File: src/rtl/alu_ctrl_pkg.sv
// Shared constants and types for the ALU control decoder and its multiply/divide sequencer.
package alu_ctrl_pkg;

  localparam int unsigned OPC_W = 4;

  localparam logic [OPC_W-1:0] OP_AND = 4'b0000;
  localparam logic [OPC_W-1:0] OP_OR  = 4'b0001;
  localparam logic [OPC_W-1:0] OP_ADD = 4'b0010;
  localparam logic [OPC_W-1:0] OP_SUB = 4'b0110;
  localparam logic [OPC_W-1:0] OP_SLT = 4'b0111;
  localparam logic [OPC_W-1:0] OP_NOR = 4'b1100;

  localparam logic [1:0] ALU_OP_ADD   = 2'b00;
  localparam logic [1:0] ALU_OP_SUB   = 2'b01;
  localparam logic [1:0] ALU_OP_RTYPE = 2'b10;
  localparam logic [1:0] ALU_OP_OR    = 2'b11;

  localparam logic [5:0] FN_MFHI  = 6'h10;
  localparam logic [5:0] FN_MFLO  = 6'h12;
  localparam logic [5:0] FN_MULT  = 6'h18;
  localparam logic [5:0] FN_MULTU = 6'h19;
  localparam logic [5:0] FN_DIV   = 6'h1A;
  localparam logic [5:0] FN_DIVU  = 6'h1B;
  localparam logic [5:0] FN_ADD   = 6'h20;
  localparam logic [5:0] FN_ADDU  = 6'h21;
  localparam logic [5:0] FN_SUB   = 6'h22;
  localparam logic [5:0] FN_SUBU  = 6'h23;
  localparam logic [5:0] FN_AND   = 6'h24;
  localparam logic [5:0] FN_OR    = 6'h25;
  localparam logic [5:0] FN_NOR   = 6'h27;
  localparam logic [5:0] FN_SLT   = 6'h2A;

  typedef enum logic [1:0] {
    MD_IDLE = 2'b00,
    MD_RUN  = 2'b01,
    MD_DONE = 2'b10
  } md_state_e;

endpackage

File: src/rtl/md_iter_unit.sv
// WIDTH-step shift-add multiplier / restoring divider on unsigned magnitudes.
// Divide path present only when ALU_CTRL_DIV_EN is defined.
module md_iter_unit #(
  parameter int unsigned WIDTH = 32
) (
  input  logic             clk,
  input  logic             rst_n,
  input  logic             load,
  input  logic             step,
`ifdef ALU_CTRL_DIV_EN
  input  logic             is_div,
`endif
  input  logic [WIDTH-1:0] a,
  input  logic [WIDTH-1:0] b,
  output logic             last_c,
  output logic [WIDTH-1:0] hi,
  output logic [WIDTH-1:0] lo
);

  localparam int unsigned CNT_W = $clog2(WIDTH + 1);

  logic [CNT_W-1:0] count_q;
  logic [WIDTH-1:0] b_q;
  logic [WIDTH:0]   sum_c;

  assign last_c = (count_q == CNT_W'(WIDTH - 1));

  // Multiply: add multiplicand into the upper half when the multiplier LSB is set, then shift right.
  assign sum_c = {1'b0, hi} + (lo[0] ? {1'b0, b_q} : '0);

`ifdef ALU_CTRL_DIV_EN
  logic [WIDTH:0] rem_sh_c;
  logic [WIDTH:0] diff_c;

  // Divide: shift next dividend bit into the partial remainder and try the subtract.
  assign rem_sh_c = {hi, lo[WIDTH-1]};
  assign diff_c   = rem_sh_c - {1'b0, b_q};
`endif

  always_ff @(posedge clk or negedge rst_n) begin
    if (!rst_n) begin
      count_q <= '0;
      hi      <= '0;
      lo      <= '0;
      b_q     <= '0;
    end else if (load) begin
      count_q <= '0;
      hi      <= '0;
      lo      <= a;
      b_q     <= b;
    end else if (step) begin
      count_q <= count_q + CNT_W'(1);
`ifdef ALU_CTRL_DIV_EN
      if (is_div) begin
        if (!diff_c[WIDTH]) begin
          hi <= diff_c[WIDTH-1:0];
          lo <= {lo[WIDTH-2:0], 1'b1};
        end else begin
          hi <= rem_sh_c[WIDTH-1:0];
          lo <= {lo[WIDTH-2:0], 1'b0};
        end
      end else
`endif
      begin
        hi <= sum_c[WIDTH:1];
        lo <= {sum_c[0], lo[WIDTH-1:1]};
      end
    end
  end

endmodule

File: src/rtl/alu_control_md.sv
// ALU control decoder with iterative MULT/DIV sequencer, HI/LO registers and stall handshake.
// Define ALU_CTRL_DIV_EN to include DIV/DIVU; otherwise those functs decode as illegal.
module alu_control_md
  import alu_ctrl_pkg::*;
#(
  parameter int unsigned WIDTH = 32,
  parameter int unsigned OP_W  = 4
) (
  input  logic             clk,
  input  logic             rst_n,
  input  logic [1:0]       Alu_op,
  input  logic [5:0]       F_Field,
  input  logic             valid,
  input  logic [WIDTH-1:0] src_a,
  input  logic [WIDTH-1:0] src_b,
  output logic [OP_W-1:0]  Operation,
  output logic             illegal,
  output logic             stall,
  output logic             md_busy,
  output logic             md_done,
  output logic [WIDTH-1:0] md_result
);

  logic [OPC_W-1:0] op_c;
  logic fn_ok_c, fn_md_c, fn_mf_c, fn_div_c, fn_signed_c;
  logic is_md_c, is_mf_c;

  // Instruction decode
  always_comb begin
    op_c        = OP_ADD;
    fn_ok_c     = 1'b0;
    fn_md_c     = 1'b0;
    fn_mf_c     = 1'b0;
    fn_div_c    = 1'b0;
    fn_signed_c = 1'b0;
    case (Alu_op)
      ALU_OP_ADD: op_c = OP_ADD;
      ALU_OP_SUB: op_c = OP_SUB;
      ALU_OP_OR:  op_c = OP_OR;
      default: begin
        fn_ok_c = 1'b1;
        case (F_Field)
          FN_ADD, FN_ADDU:  op_c = OP_ADD;
          FN_SUB, FN_SUBU:  op_c = OP_SUB;
          FN_AND:           op_c = OP_AND;
          FN_OR:            op_c = OP_OR;
          FN_NOR:           op_c = OP_NOR;
          FN_SLT:           op_c = OP_SLT;
          FN_MFHI, FN_MFLO: fn_mf_c = 1'b1;
          FN_MULT: begin
            fn_md_c     = 1'b1;
            fn_signed_c = 1'b1;
          end
          FN_MULTU:         fn_md_c = 1'b1;
`ifdef ALU_CTRL_DIV_EN
          FN_DIV: begin
            fn_md_c     = 1'b1;
            fn_div_c    = 1'b1;
            fn_signed_c = 1'b1;
          end
          FN_DIVU: begin
            fn_md_c  = 1'b1;
            fn_div_c = 1'b1;
          end
`endif
          default:          fn_ok_c = 1'b0;
        endcase
      end
    endcase
  end

  assign Operation = OP_W'(op_c);
  assign illegal   = valid & (Alu_op == ALU_OP_RTYPE) & ~fn_ok_c;
  assign is_md_c   = valid & fn_md_c;
  assign is_mf_c   = valid & fn_mf_c;

  md_state_e state_q, state_d;
  logic load_c, step_c, last_c;
  logic div_q, neg_res_q, neg_rem_q, div0_q;
  logic [WIDTH-1:0] hi_q, lo_q, unit_hi, unit_lo;

  assign md_busy = (state_q != MD_IDLE);
  assign md_done = (state_q == MD_DONE);
  assign stall   = md_busy & (is_md_c | is_mf_c);

  // Operand conditioning: signed ops iterate on magnitudes; a zero divisor passes src_a through raw.
  logic a_neg_c, b_neg_c, div0_c;
  logic [WIDTH-1:0] a_mag_c, b_mag_c, a_load_c;

  assign a_neg_c  = fn_signed_c & src_a[WIDTH-1];
  assign b_neg_c  = fn_signed_c & src_b[WIDTH-1];
  assign a_mag_c  = a_neg_c ? -src_a : src_a;
  assign b_mag_c  = b_neg_c ? -src_b : src_b;
  assign div0_c   = fn_div_c & (src_b == '0);
  assign a_load_c = div0_c ? src_a : a_mag_c;

  always_ff @(posedge clk or negedge rst_n) begin
    if (!rst_n) state_q <= MD_IDLE;
    else        state_q <= state_d;
  end

  always_comb begin
    state_d = state_q;
    load_c  = 1'b0;
    step_c  = 1'b0;
    case (state_q)
      MD_IDLE: begin
        if (is_md_c) begin
          load_c  = 1'b1;
          state_d = div0_c ? MD_DONE : MD_RUN;
        end
      end
      MD_RUN: begin
        step_c = 1'b1;
        if (last_c) state_d = MD_DONE;
      end
      MD_DONE: state_d = MD_IDLE;
      default: state_d = MD_IDLE;
    endcase
  end

  always_ff @(posedge clk or negedge rst_n) begin
    if (!rst_n) begin
      div_q     <= 1'b0;
      neg_res_q <= 1'b0;
      neg_rem_q <= 1'b0;
      div0_q    <= 1'b0;
    end else if (load_c) begin
      div_q     <= fn_div_c;
      neg_res_q <= a_neg_c ^ b_neg_c;
      neg_rem_q <= a_neg_c;
      div0_q    <= div0_c;
    end
  end

  md_iter_unit #(.WIDTH(WIDTH)) u_iter (
    .clk    (clk),
    .rst_n  (rst_n),
    .load   (load_c),
    .step   (step_c),
`ifdef ALU_CTRL_DIV_EN
    .is_div (div_q),
`endif
    .a      (a_load_c),
    .b      (b_mag_c),
    .last_c (last_c),
    .hi     (unit_hi),
    .lo     (unit_lo)
  );

  // Sign fix-up applied in DONE; remainder follows the dividend sign.
  logic [2*WIDTH-1:0] prod_c, prod_fix_c;
  logic [WIDTH-1:0]   hi_d, lo_d;

  assign prod_c     = {unit_hi, unit_lo};
  assign prod_fix_c = neg_res_q ? -prod_c : prod_c;

  always_comb begin
    hi_d = prod_fix_c[2*WIDTH-1:WIDTH];
    lo_d = prod_fix_c[WIDTH-1:0];
    if (div0_q) begin
      hi_d = unit_lo;
      lo_d = '1;
    end else if (div_q) begin
      hi_d = neg_rem_q ? -unit_hi : unit_hi;
      lo_d = neg_res_q ? -unit_lo : unit_lo;
    end
  end

  always_ff @(posedge clk or negedge rst_n) begin
    if (!rst_n) begin
      hi_q <= '0;
      lo_q <= '0;
    end else if (state_q == MD_DONE) begin
      hi_q <= hi_d;
      lo_q <= lo_d;
    end
  end

  assign md_result = (is_mf_c & ~stall) ? ((F_Field == FN_MFHI) ? hi_q : lo_q) : '0;

endmodule
File: config.mk
export PLATFORM = sky130hd
export DESIGN_NAME = alu_control_md
export DESIGN_NICKNAME = d
export VERILOG_FILES = /design/src/rtl/alu_ctrl_pkg.sv /design/src/rtl/md_iter_unit.sv /design/src/rtl/alu_control_md.sv
export SDC_FILE = /design/constraint.sdc
export NUM_CORES = 1
export LEC_CHECK = 0
export BUFFER_PORTS_ARGS = -buffer_cell sky130_fd_sc_hd__buf_2
export CAP_MARGIN = 20
export CORE_ASPECT_RATIO = 0.8
export CORE_MARGIN = 2
export CORE_UTILIZATION = 29
export CTS_CLUSTER_SIZE = 40
export DETAILED_ROUTE_END_ITERATION = 10
export HOLD_SLACK_MARGIN = 0.02
export MAX_ROUTING_LAYER = met4
export PLACE_DENSITY = 0.47
export SYNTH_ARGS = -nofsm -noshare
export SYNTH_HDL_FRONTEND = slang
export SYNTH_SLANG_ARGS = --single-unit
File: constraint.sdc
create_clock -name clk -period 3.05 [get_ports clk]
set_input_delay 0.915 -clock clk [delete_from_list [all_inputs] [get_ports clk]]
set_output_delay 0.915 -clock clk [all_outputs]
set_load 0.1 [all_outputs]
==> results.sh, run 1 <==
export IMPL_slew_viol_final=0
export IMPL_antenna_left=0
export IMPL_pin_count=115
export IMPL_async_flop_share=1.00
export IMPL_synthSimpleGateAreaFrac=0.225
export IMPL_clkSlewWorstSetupHoldPaths_ns=0.08
export IMPL_gr_usage_all_layers=0.202
export IMPL_clock_sinks=169
export IMPL_placed_area_um2=15000
export IMPL_fin_crit_sh=1.02
export IMPL_synthFlopType="dfrtp_1"
export IMPL_port_buffers=114
export IMPL_p_per_area_nw_per_um2=610
export IMPL_initial_core_util=0.294
export IMPL_synth_top_area_frac=0.363
export IMPL_tritoncts="built"
export IMPL_cts_inserted_buffers=17
export IMPL_core_area_um2=39500
export IMPL_grt_antenna_before_repair=2
export IMPL_grt_overflow_total=0
export IMPL_ir_drop_v=0.000372
export IMPL_synthCells=1446
export IMPL_synth_avg_cell_area_um2=8.05
export IMPL_drt_iter0_markers=730
export IMPL_dpl_hpwl_um=32300
export IMPL_status="finished with violations"
export IMPL_chipWidth_um=228
export IMPL_tightest_slew_ns=1.02
export IMPL_relSlewSlack=0.322
export IMPL_vias_per_cell=5.04
export IMPL_cp_data_required_time_ns=2.13
export IMPL_vias=11200
export IMPL_firstDrtPassIters=5
export IMPL_skew_ns=0.0151
export IMPL_fin_crit_ns=3.13
export IMPL_drc=0
export IMPL_grt_first_pass_wirelength_um=63000
export IMPL_gp_congestion=0.878
export IMPL_clock_fmax_mhz=320
export IMPL_hold_violations=0
export IMPL_h_tree_depth=4
export IMPL_synth_xor_area_share=0.108
export IMPL_totalWireLength_um=41100
export IMPL_final_cell_area_um2=16000
export IMPL_grt_pass1_vias=10400
export IMPL_worstSetupEndpointType="output pin"
export IMPL_nets=1784
export IMPL_area_delta_synth_final_pct=37.8
export IMPL_dieArea_um2=41800
export IMPL_startpoint_type="input pin"
export IMPL_yosysTopAreaCell="dfrtp_1"
export IMPL_ys_seq_elements=169
export IMPL_drive_above_1_share=0.268
export IMPL_hold_class="in -> async"
export IMPL_max_cap_violations=0
export IMPL_muxShareOfSynthArea=0.000860
export IMPL_yosys_cell_types_count=66
export IMPL_rsz0062_at_grt="true"
export IMPL_syn_area_um2=11600
export IMPL_crit_arrival_ns=2.21
export IMPL_p_total_mw=9.79
export IMPL_setup_slack_ns=-0.0755
export IMPL_holdWs_ns=0.370
export IMPL_p_leak_nw=6.84
export IMPL_syn_nets=1558
export IMPL_synth_edf_count=0
export IMPL_fin_tns_setup_ns=-1.50
export IMPL_reg2reg_slack_ns=0.09
export IMPL_ys_seq_area_frac=0.363
export IMPL_ys_warn_count=0
export IMPL_worst_path_max_fanout=8
export IMPL_synth_compound_area_frac=0.230
export IMPL_synth_area_leaders="dfrtp_1, nand2_1, o21ai_0"
export IMPL_clock_path_buffers=2
export IMPL_violations="setup timing"
export IMPL_finalSetupViolations=32
export IMPL_synthAdderAreaFrac=0.0404
export IMPL_synth_top_family_by_area="compound AO/OA/AOI/OAI gates"
export IMPL_fp_row_count=65
export IMPL_wire_per_inst_um=18.5
export IMPL_crit_type="in -> out"
export IMPL_cts_root_buf="clkbuf_16"
export IMPL_grt_max_degree=69
export IMPL_clock_latency_ns=0.46
export IMPL_die_h_um=183
[per-stage QoR]
stage / setup WS, ns / utilization / instances
detailed placement: -0.193 / 0.378 / 2182
global placement: -0.0908 / 0.378 / 2182
floorplan: -0.376 / - / 1446
finish: -0.0755 / 0.406 / 2223
global route: -0.130 / 0.406 / 2222
CTS: -0.0435 / 0.398 / 2220
[sequential cells by signal, summed over array words and instances, names as in the netlist]
register / cells
u_iter.hi: 32
state_q: 2
hi_q: 32
lo_q: 32
u_iter.count_q: 6
u_iter.lo: 32
neg_res_q: 1
u_iter.b_q: 32
[layout by cell type, fill, tap and decap left out, types with 10 or more instances in the layout]
master     Yosys  layout
o21ai_1       12      15
dfrtp_1      169     166
nand2_4        0      18
nand2b_1      15      11
nand3_1       26      26
ha_1          36      35
o41ai_1       13      11
nand2_2        0      10
o31ai_1       23      20
nor4_1        13      12
buf_12         0      46
clkbuf_16      0      18
or4_1         12      10
buf_4          0     159
or3_1         20      18
a31oi_1       21      21
o21ai_0      169     162
xor2_1        95      94
and2_1        43      43
buf_2          2      74
a21oi_4        0      33
xnor2_1       48      45
nor2_1        72      69
nand2_1      287     259
nor3_1        20      18
a21o_1        12      12
a21oi_1       97      62
inv_1         19      19
[layout make-up]
cell class / count / area [µm²]
Fill cell: 4116 / 23500
Multi-Input combinational cell: 1175 / 7810
Sequential cell: 169 / 4230
Timing Repair Buffer: 290 / 2650
Tap cell: 536 / 671
Clock buffer: 17 / 425
Clock inverter: 15 / 176
Inverter: 19 / 71.3
Antenna cell: 2 / 5.00
[power breakdown]
group	total [mW]	internal [mW]	switching, mW
clock	2.22	1.11	1.11
sequential	3.23	2.71	0.528
combinational	4.33	1.77	2.56
[what timing repair did]
| item | in CTS | in global routing |
|---|---|---|
| gates resized for setup | 27 | 72 |
| buffers inserted | 4 | 1 |
| gates cloned | 2 | 1 |
| endpoints found under the setup margin | 51 | 61 |
| hold buffers | 0 | 0 |
| pin swaps | 8 | 47 |
[kinds of logic (layout without fill, tap and decap cells)]
logic type / count (synthesis) / after routing
other cells: 0 / 2
fa+ha+maj: 37 / 37
compound gates: 434 / 434
buf+inv: 102 / 341
flops: 169 / 169
simple gates: 560 / 560
xor+xnor: 143 / 143
mux: 1 / 1
[cell usage after synthesis (4+ instances only)]
cell      number
nand2_1      287
dfrtp_1      169
o21ai_0      169
a21oi_1       97
xor2_1        95
clkbuf_1      76
nor2_1        72
xnor2_1       48
and2_1        43
ha_1          36
nand3_1       26
o31ai_1       23
a31oi_1       21
nor3_1        20
or3_1         20
inv_1         19
nand2b_1      15
nor4_1        13
o41ai_1       13
a21o_1        12
o21ai_1       12
or4_1         12
and3_1        10
or2_2         10
a22oi_1        9
nand4_1        9
nor2b_1        8
a211oi_1       7
o211ai_1       7
o41ai_2        6
a211o_1        5
a21boi_0       5
buf_1          5
o21a_1         5
o22ai_1        5
a221o_1        4
a22o_1         4
a41oi_1        4
[per-layer routing]
metal  global-route usage  vias to the layer above  part of all wire
li1                     -                     5594                 -
met1                0.310                     5318              0.53
met2                0.270                      277              0.40
met3               0.0396                       24             0.059
met4               0.0387                        0            0.0092
met5                    -                        -                 0
[final timing paths]
kind                                start        endpoint  cells after the start
max in group asynchronous           rst_n   u_iter.hi[21]                      2
min in group clk           u_iter.b_q[21]  u_iter.b_q[21]                      2
setup / recovery               F_Field[3]   md_result[25]                      8
hold reg to reg            u_iter.b_q[21]  u_iter.b_q[21]                      2
setup reg to reg             u_iter.lo[8]        hi_q[16]                      8
hold / removal                      rst_n        lo_q[15]                      1
[worst max-delay path: stages]
cell and delay [ns]:
buf_2 0.11, buf_6 0.13, nor2_4 0.10, and3_4 0.32, buf_12 0.19, nand2_2 0.08
a21oi_4 0.18, buf_12 0.19
(Power assumes the default switching activity.)
==> run 2: changes to the inputs <==
--- a/config.mk
+++ b/config.mk
@@ -14,7 +14,7 @@
 export DETAILED_ROUTE_END_ITERATION = 10
 export HOLD_SLACK_MARGIN = 0.02
 export MAX_ROUTING_LAYER = met4
-export PLACE_DENSITY = 0.47
+export PLACE_DENSITY = 0.49
 export SYNTH_ARGS = -nofsm -noshare
 export SYNTH_HDL_FRONTEND = slang
 export SYNTH_SLANG_ARGS = --single-unit
==> results.sh, run 2 (synthesis gave the netlist of run 1 again) <==
export IMPL_status="finished with violations"
export IMPL_violations="setup timing"
export IMPL_setup_slack_ns=-0.0434
export IMPL_grt_max_degree=112
export IMPL_path_buf_inv=5
export IMPL_dp_cells=2177
export IMPL_hold_violations=0
export IMPL_totalWireLength_um=41600
export IMPL_clock_path_buffers=2
export IMPL_hold_class="in -> async"
export IMPL_cp_slowest_stage_delay_ns=0.21
export IMPL_drc=0
export IMPL_finalSetupViolations=29
export IMPL_nets=1786
export IMPL_drt_iter0_markers=1003
export IMPL_crit_type="in -> out"
export IMPL_cts_inserted_buffers=17
export IMPL_relSlewSlack=0.365
export IMPL_pin_count=115
export IMPL_grt_pass1_vias=11000
export IMPL_grt_antenna_before_repair=1
export IMPL_post_place_ws_ns=-0.135
export IMPL_fin_cells=2224
export IMPL_wire_per_inst_um=18.7
export IMPL_dieArea_um2=41800
export IMPL_cp_cell_sequence="buf_6 -> buf_6 -> nor2_4 -> and3_4 -> buf_12 -> buf_16 -> nand2_2 -> a21oi_4 -> buf_12"
export IMPL_hold_buffers=0
export IMPL_reg2reg_slack_ns=0.03
export IMPL_worstSetupEndpointType="output pin"
export IMPL_clock_fmax_mhz=323
export IMPL_vias_per_cell=5.13
export IMPL_rr_startpoint="u_iter.lo[10]"
export IMPL_gp_congestion=0.875
export IMPL_initial_core_util=0.294
export IMPL_tightest_slew_ns=0.952
export IMPL_layout_commonest_cell="nand2_1"
export IMPL_antenna_left=0
export IMPL_cts_root_buf="clkbuf_16"
export IMPL_clock_sinks=169
export IMPL_worstSetupStartpoint="F_Field[2]"
export IMPL_cp_data_required_time_ns=2.13
export IMPL_clock_latency_ns=0.44
export IMPL_p_per_area_nw_per_um2=596
export IMPL_final_cell_mix="nand2_1, dfrtp_1, o21ai_0"
export IMPL_port_buffers=114
export IMPL_crit_path_end="md_result[20]"
export IMPL_die_h_um=183
export IMPL_vias=11400
export IMPL_timing_rr_end="hi_q[11]"
export IMPL_drive_above_1_share=0.270
export IMPL_h_tree_depth=4
export IMPL_firstDrtPassIters=5
export IMPL_crit_arrival_ns=2.18
export IMPL_fp_row_count=65
export IMPL_clkSlewWorstSetupHoldPaths_ns=0.07
export IMPL_rsz0062_at_grt="true"
export IMPL_fin_crit_ns=3.09
export IMPL_fin_crit_sh=1.01
export IMPL_grt_overflow_total=0
export IMPL_area_delta_synth_final_pct=38.8
export IMPL_worst_path_max_fanout=8
export IMPL_gr_usage_all_layers=0.205
export IMPL_path_delay_family="buffers and inverters"
export IMPL_startpoint_type="input pin"
export IMPL_crit_cells=9
export IMPL_cp_slowest_cell="and3_4"
export IMPL_max_cap_violations=0
export IMPL_p_leak_nw=7.03
export IMPL_rr_worst_depth=8
export IMPL_ir_drop_v=0.000436
export IMPL_core_area_um2=39500
export IMPL_slew_viol_final=0
export IMPL_grt_first_pass_wirelength_um=65100
export IMPL_skew_ns=0.0137
export IMPL_tritoncts="built"
export IMPL_chipWidth_um=228
export IMPL_dpl_hpwl_um=32300
export IMPL_num_fill_cells=4014
## run 2: worst min path at each step
stage | startpoint | endpoint | slack, ns | cells after the start
2_1_floorplan | u_iter.b_q[31] | u_iter.b_q[31] | 0.43 | 2
3_3_place_gp | u_iter.b_q[31] | u_iter.b_q[31] | 0.45 | 2
3_5_place_dp | u_iter.b_q[25] | u_iter.b_q[25] | 0.47 | 2
4_1_cts | rst_n | lo_q[15] | 0.46 | 1
5_1_grt | rst_n | lo_q[16] | 0.46 | 1
6_report | rst_n | lo_q[16] | 0.43 | 1
## run 2: layout make-up
cell class	count	area, µm²	area share
sequential	169	4230	0.262
timing repair buffer	292	2730	0.169
tap	536	671	0.0415
clock inverter	11	111	0.00689
multi-input combinational	1175	7880	0.488
inverter	19	71.3	0.00441
antenna	1	2.50	0.000155
clock buffer	21	450	0.0279
## run 2: repair_timing
action / CTS / global route
endpoints found under the setup margin: 51 / 61
gates cloned: 3 / 3
buffers inserted: 6 / 4
resized for setup: 68 / 52
hold endpoints to repair: 0 / 0
pin swaps: 45 / 49
## run 2: layer usage
metal / track usage / wire [µm] / share of wire
met5: - / 0 / 0
met4: 0.0295 / 262 / 0.0063
met3: 0.0364 / 2070 / 0.050
met2: 0.290 / 17400 / 0.42
met1: 0.308 / 21900 / 0.53
## run 2: worst reg2reg max path: stages, from the launching register on
cell     delay, ns
dfrtp_1       0.39
or4_4         0.59
or3_4         0.38
buf_4         0.17
nor4_4        0.41
nand3_1       0.27
o31ai_1       0.32
xor2_1        0.28
o21ai_1       0.09
## run 2: power breakdown
group	leakage [nW]	internal, mW	switching, mW
sequential	2.27	2.71	0.578
combinational	4.49	1.70	2.51
clock	0.269	1.16	0.979
total	7.03	5.56	4.07
## run 2: metrics by stage
step / utilization / setup TNS [ns] / hold slack [ns] / power, mW / instance area (µm²)
floorplan: - / -6.86 / 0.430 / 5.30 / 12100
CTS: 0.400 / -0.679 / 0.456 / 9.52 / 15800
finish: 0.409 / -0.391 / 0.434 / 9.63 / 16200
detailed placement: 0.377 / -4.47 / 0.465 / 7.34 / 14900
global placement: 0.377 / -3.42 / 0.451 / 7.29 / 14900
global route: 0.409 / -1.90 / 0.464 / 10.2 / 16200
